File: config.mk
export PLATFORM = sky130hd
export DESIGN_NAME = seven_seg_mux
export DESIGN_NICKNAME = d
export VERILOG_FILES = /design/src/rtl/seven_seg_pkg.sv /design/src/rtl/seven_seg_decoder.sv /design/src/rtl/seven_seg_mux.sv
export SDC_FILE = /design/constraint.sdc
export NUM_CORES = 1
export LEC_CHECK = 0
export ABC_AREA = 0
export CORE_MARGIN = 5
export CORE_UTILIZATION = 50
export DETAILED_ROUTE_END_ITERATION = 8
export GPL_ROUTABILITY_DRIVEN = 0
export HOLD_SLACK_MARGIN = 0.1
export PLACE_DENSITY = 0.74
export SYNTH_ARGS = -nofsm -noshare
export SYNTH_HDL_FRONTEND = slang
export SYNTH_SLANG_ARGS = --single-unit
File: constraint.sdc
create_clock -name clk -period 3.8 [get_ports clk]
set_input_delay 0.76 -clock clk [delete_from_list [all_inputs] [get_ports clk]]
set_output_delay 0.76 -clock clk [all_outputs]
set_load 0.005 [all_outputs]
File: src/rtl/seven_seg_pkg.sv
// seven_seg_pkg: shared segment constants and the hex-to-7-segment table
package seven_seg_pkg;
  localparam logic [6:0] SEG_BLANK = 7'b1111111;
  // Active-low {g,f,e,d,c,b,a} pattern for one hex nibble
  function automatic logic [6:0] hex_to_seg(logic [3:0] hex);
    case (hex)
      4'h0: return 7'b1000000;
      4'h1: return 7'b1111001;
      4'h2: return 7'b0100100;
      4'h3: return 7'b0110000;
      4'h4: return 7'b0011001;
      4'h5: return 7'b0010010;
      4'h6: return 7'b0000010;
      4'h7: return 7'b1111000;
      4'h8: return 7'b0000000;
      4'h9: return 7'b0010000;
      4'hA: return 7'b0001000;
      4'hB: return 7'b0000011;
      4'hC: return 7'b1000110;
      4'hD: return 7'b0100001;
      4'hE: return 7'b0000110;
      default: return 7'b0001110;
    endcase
  endfunction
endpackage

File: src/rtl/seven_seg_decoder.sv
// seven_seg_decoder: combinational hex nibble to active-low segment pattern
module seven_seg_decoder
  import seven_seg_pkg::*;
(
  input  logic [3:0] hex,
  output logic [6:0] seg
);
  assign seg = hex_to_seg(hex);
endmodule

File: src/rtl/seven_seg_mux.sv
// seven_seg_mux: scanned multi-digit 7-segment driver with blanking and frame-synchronous updates
module seven_seg_mux
  import seven_seg_pkg::*;
#(
  parameter int NUM_DIGITS   = 2,
  parameter int REFRESH_CNT  = 24000,
  parameter int BLANK_CYCLES = 240
) (
  input  logic                    clk,
  input  logic                    reset,
  input  logic [4*NUM_DIGITS-1:0] digits_i,
  input  logic [NUM_DIGITS-1:0]   blank_i,
  input  logic                    load_i,
  output logic [6:0]              seg,
  output logic [NUM_DIGITS-1:0]   anode,
  output logic                    frame_o,
  output logic                    pending_o
);
  localparam int CW = REFRESH_CNT > 1 ? $clog2(REFRESH_CNT) : 1;
  localparam int IW = NUM_DIGITS > 1 ? $clog2(NUM_DIGITS) : 1;
  logic [CW-1:0]           cnt;
  logic [IW-1:0]           idx;
  logic [4*NUM_DIGITS-1:0] dig_sh;
  logic [NUM_DIGITS-1:0]   blank_sh;
  logic [3:0]              nib;
  logic [6:0]              dec;
  logic                    slot_end, wrap, dark, capture;
  assign slot_end = cnt == CW'(REFRESH_CNT - 1);
  assign wrap     = slot_end && idx == IW'(NUM_DIGITS - 1);
  assign dark     = cnt < CW'(BLANK_CYCLES);
  assign capture  = wrap && (pending_o || load_i);
  assign nib      = dig_sh[4*idx +: 4];
  seven_seg_decoder u_dec (.hex(nib), .seg(dec));
  // Scan divider, tear-free shadow capture at frame start, and registered pin drive
  always_ff @(posedge clk) begin
    if (!reset) begin
      cnt       <= '0;
      idx       <= '0;
      dig_sh    <= '0;
      blank_sh  <= '1;
      pending_o <= 1'b0;
      frame_o   <= 1'b0;
      seg       <= SEG_BLANK;
      anode     <= '1;
    end else begin
      cnt       <= slot_end ? '0 : cnt + 1'b1;
      idx       <= wrap ? '0 : slot_end ? idx + 1'b1 : idx;
      frame_o   <= wrap;
      pending_o <= !wrap && (pending_o || load_i);
      dig_sh    <= capture ? digits_i : dig_sh;
      blank_sh  <= capture ? blank_i : blank_sh;
      anode     <= dark ? '1 : ~(NUM_DIGITS'(1) << idx);
      seg       <= (dark || blank_sh[idx]) ? SEG_BLANK : dec;
    end
  end
endmodule

---- Yosys cells after proc, flatten, opt, wreduce, memory -nomap -nowiden ----
Memory sizes are Yosys's and may differ from the RTL's. A register that Yosys moved wholly into a read port is not among the register bits.
Cells that the tools add are included.
W data, S select, Z words.
word-level totals
  bits in registers ....................... 30
  bits in read-only memories .............. 112
  bits of input ports ..................... 13
  output and inout port bits .............. 11
  memories kept ........................... 1
operators by class
  add/sub/neg operators ................... 2
  order comparisons ....................... 2
  eq/ne operators ......................... 1
  shift-type cells ........................ 2
  multiplexer cells ....................... 2
  bitwise operators ....................... 2
  reductions and logical operators ........ 10
memory list
  name              words  bits a word  rd ports  clocked after memory_dff  write ports  line                RTL
  (name not given)  16     7            1         1                         0            seven_seg_pkg.sv:6  case (hex)
operators by type and width
  operator                 count
  $add A15 B1 Y15 const B  1
  $eq A15 B15 Y1 const B   1
  $lt A15 B8 Y1 const B    1
  $reduce_or A2 Y1         4
  $shiftx A8 B4 Y4         1
  $logic_and A1 B1 Y1      3
  $logic_or A1 B1 Y1       2
  $lt A1 B2 Y1 const B     1
  $mux W1                  2
  $not A2 Y2               1
  $shl A1 B1 Y2 const A    1
  $add A1 B1 Y1 const B    1
  $logic_not A1 Y1         1
  $not A1 Y1               1

---- Depth between registers and ports, before layout ----
  word-level depth ........................ 4
  depth in mapped cells ................... 7

---- By module ----
A second synthesis with hierarchy kept.
unflattened totals
  cells, all modules ...................... 192
  area, all modules ....................... 1810.5 µm²
modules (own cells, without submodules)
  module             times used  cells each  area an instance (µm²)  seq. area each (µm²)
  seven_seg_mux      1           160         1535.2                  740.7
  seven_seg_decoder  1           32          275.3                   0.0

---- Least setup slack after synthesis ----
Ideal clock, no wire load.
  path type ............................... register to register
  from .................................... reg idx
  to ...................................... reg seg[3]
  setup time .............................. 0.121 ns
  arrival ................................. 1.949 ns
  data required time ...................... 3.679 ns
  slack ................................... 1.730 ns
  cell stages (with the launch flop) ...... 7
  path buffers ............................ 1
  cells stage by stage .................... dfxtp_1 buf_2 mux2i_1 inv_1 ha_1 mux4_2 nand2b_1
between the ends
  word-level cells in the longest chain between the ends .. 4
RTL lines
  element                                      line                 RTL
  start, declared                              seven_seg_mux.sv:22  logic [IW-1:0] idx;
  start signal, assigned                       seven_seg_mux.sv:47  idx <= wrap ? '0 : slot_end ? idx + 1'b1 : idx;
  $mux W1 (not written as such) (2 in series)  seven_seg_mux.sv:53  seg <= (dark || blank_sh[idx]) ? SEG_BLANK : dec;
  $logic_or A1 B1 Y1                           seven_seg_mux.sv:53
  $reduce_or A2 Y1 (no source line)            n/a
  end, declared                                seven_seg_mux.sv:14  output logic [6:0] seg,
Several ways; a longest one is shown, not always the timed one. The select of a mux whose other input is x is not followed.
A chain may end at the register's enable or synchronous reset.

---- Worst setup path in the final report ----
Same ends and word-level chain as after synthesis.

==> metrics.md <==
| Metric | Value |
|---|---|
| Endpoint class of the critical path | `flop` |
| Status | `complete, no violations` |
| Routed wl met2 | `1830 microns` |
| Post-DP Area | `0.00199 sq mm` |
| GR Util All Layers | `roughly 16%` |
| First-pass GRT wire length | `about 6300 microns` |
| WP buf/inv | `1` |
| Pwr dens | `between 300 and 400 mW/mm^2` |
| Number of diodes | `0` |
| H-Tree Level Count | `2` |
| Clk Tree Root Cell | `clkbuf_4` |
| CP Cell Sequence | `mux2i_1, inv_1, ha_1, mux4_2, nand2b_1` |
| CTS Buffer Depth | `2` |
| Post-Synth Adder-Cell Area | `between 4 and 5%` |
| Crit start category | `flop` |
| Via count | `1406` |
| Vias in the first global route | `1387` |
| Drt first pass iters | `4` |
| Critical Path AT | `between 2000 and 3000 ps` |
| CP Class | `flop to flop` |
| Avg Inst Size Synth | `roughly 9.5 sq um` |
| Area Growth Syn to Fin | `15.7%` |
| Setup Buffers After CTS | `0` |
| Largest family of logic cells by synthesized area | `simple AND/OR/NAND/NOR gates` |
| Final worst slack | `about 1500 ps` |
| Max Clock Freq | `426 MHz` |
| Critical Path Max Stage Delay | `between 600 and 700 ps` |
| Dpl hpwl | `about 2700 microns` |
| Fill count | `around 310` |
| Port Buf Inserts | `23` |
| FF/Latch Area | `~740 sq um` |
| CTS tree | `built` |
| Worst hold start | `cnt[0]` |
| Multi-input gate area | `about 940 sq um` |
| Metal3 WL | `161 microns` |
| Clk sinks | `37` |
| DP Cell Count | `~240` |
| Hold WS | `between 400 and 500 ps` |
| Gr ovfl total | `0` |
| Final setup vio count | `0` |
| Setup tns final | `0 ps` |
| Sequential area share after synthesis | `a little over two fifths` |
| Vias/cell | `roughly 5.6` |
| Share of cells above drive strength 1 | `under 10%` |
| Xor and xnor area share after synthesis | `about 7%` |
| DRC Markers | `0` |
| Number of hold buffers added after cts | `0` |
| Post-synthesis cell type count | `39` |
| Pin count of the biggest net entering global routing | `19` |
| ANT nets after route | `0` |
| Syn_nets | `around 200` |
| DIE AREA | `0.00481 sq mm` |
| Post-Synth Simple-Gate Area | `about 24%` |
| Chip Width | `69.4 microns` |
| Synth Area in Compound Gates | `a little under an eighth` |
| Detailed Route Iter0 Violations | `just under 60` |
| Seq cells post-synth | `37` |
| Initial antenna violation count | `0` |
| FP Rows | `21` |
| Num CTS Buffers | `5` |
| Synth async-reset ratio | `0%` |
| Critical Path RT | `roughly 4000 ps` |
| Starting Density | `52.4%` |
| Final worst path period need | `2350 ps` |
| Worst Tran Pin Value | `just over 800 ps` |
| Post-Place Worst Slack | `around 1500 ps` |
| Crit path launch | `idx` |
| Cells after Synth | `approximately 190` |
| Power, Total | `614 uW` |
| Slowest CP cell | `dfxtp_1` |
| Die Y | `~69 microns` |
| Period utilization | `between 60% and 70%` |
| Max-Cap Viols | `0` |
| Nets | `~230` |
| RSZ-0062 raised after global routing | `no` |
| Clk_skew | `roughly 3.8 ps` |
| Post-synth EDFFs | `0` |
| Final max-slew violation count | `0` |
| Top-Level Pins | `24` |
| Crit path max-delay family | `multiplexers` |
| Core box area | `0.00336 sq mm` |
| Max Used Layer | `met4` |
| Cell Area, Synth | `around 0.0018 sq mm` |
| Pleak | `approximately 0.7 nW` |
| CP max FO | `13` |
| Post-CTS Resized | `0` |
| Final wirelength | `3570 microns` |
| Predominant post-synthesis flop cell | `dfxtp_1` |
| Core Util, Final | `60.6%` |
| Reg-to-reg startpoint | `idx` |
| Hold WC Path Type | `flop to flop` |
| M1 WL | `1530 microns` |
| Non-filler instance count after layout | `252` |
| Count of warnings emitted by yosys | `0` |
| Avg WL per Cell | `14.2 microns` |
| Design Area, Final | `0.00204 sq mm` |
| Rel. slew slack | `between 40% and 50%` |
| Worst VDD drop | `around 270 uV` |
| Final Hold Viols | `0` |
| Mux contribution to synthesized area | `around 5.4%` |
| Worst-path clk slew | `roughly 100 ps` |
| Clock Latency Late Sink | `between 300 and 400 ps` |
[registers in the layout, indices dropped and copies added (netlist names)]
name,count
frame_o,1
idx,1
blank_sh,2
cnt,15
anode,2
seg,7
dig_sh,8
pending_o,1
[layer usage]
metal / vias to the layer above / GRT usage (%)
met1: 654 / 17.6
li1: 713 / -
met5: - / 0
met3: 8 / 6.09
met2: 31 / 26.7
met4: 0 / 8.24
[synth_stat cells, drive strengths merged (4+ instances only)]
library cell | instances | area share [%]
a21boi | 8 | 3.4
a21oi | 4 | 1.1
and3 | 5 | 1.8
and4 | 5 | 2.5
buf | 6 | 2.3
clkbuf | 5 | 1.1
dfxtp | 37 | 42
ha | 7 | 5.0
inv | 5 | 1.1
mux2i | 5 | 2.8
nand2 | 6 | 1.4
nand3 | 9 | 2.6
nand4 | 17 | 6.0
nor2 | 15 | 3.2
o21ai | 13 | 3.7
o221ai | 4 | 2.0
xnor2 | 7 | 3.5
xor2 | 7 | 3.5
[worst reg2reg max path, stage by stage (launching register included)]
cell	delay, ps
dfxtp_1	650
mux2i_1	540
inv_1	170
ha_1	250
mux4_2	470
nand2b_1	160
[placed cells by master, fill, tap and decap left out, types with 2 or more instances in the layout]
master / netlist / layout
dfxtp_1: 37 / 37
clkdlybuf4s50_1: 0 / 23
nand4_1: 17 / 17
nor2_1: 15 / 15
nand3_1: 9 / 9
o21ai_1: 9 / 9
a21boi_1: 8 / 8
xnor2_1: 7 / 7
xor2_1: 7 / 7
ha_1: 7 / 7
mux2i_1: 5 / 5
and3_1: 5 / 5
nand2_1: 5 / 5
and4_1: 5 / 5
clkbuf_4: 0 / 5
inv_1: 4 / 4
o221ai_1: 4 / 4
a21oi_1: 4 / 4
o21ai_0: 4 / 4
clkbuf_1: 5 / 3
mux2_2: 2 / 2
nand3b_1: 2 / 2
or3_1: 2 / 2
o31ai_1: 2 / 2
and2_1: 2 / 2
[report_power, final]
| part | internal [mW] | total [mW] | switching (mW) |
|---|---|---|---|
| sequential | 0.391 | 0.394 | 0.00348 |
| combinational | 0.0160 | 0.0250 | 0.00895 |
| clock | 0.0738 | 0.194 | 0.120 |
| total | 0.481 | 0.614 | 0.133 |
[cell type report]
type                       count  share of cell area [%]
inverter                       5                   0.921
timing repair buffer          23                    11.3
sequential                    37                    36.3
multi-input combinational    133                    46.2
tap                           46                    2.82
clock buffer                   8                    2.39
[final timing paths]
path	slack (ps)	end	depth (start not counted)
min	470	cnt[0]	1
max reg2reg	1450	seg[3]	5
min reg2reg	470	cnt[0]	1
max	1450	seg[3]	5
[cell families (layout without fill, tap and decap cells)]
group / Yosys count / after routing
and+or+nand+nor: 71 / 71
xor gates and xnor gates: 14 / 14
buffers and inverters: 16 / 36
AOI/OAI and AO/OA: 33 / 33
adders and majority gates: 7 / 7
DFF: 37 / 37
muxes: 8 / 8
(Power assumes the default switching activity.)
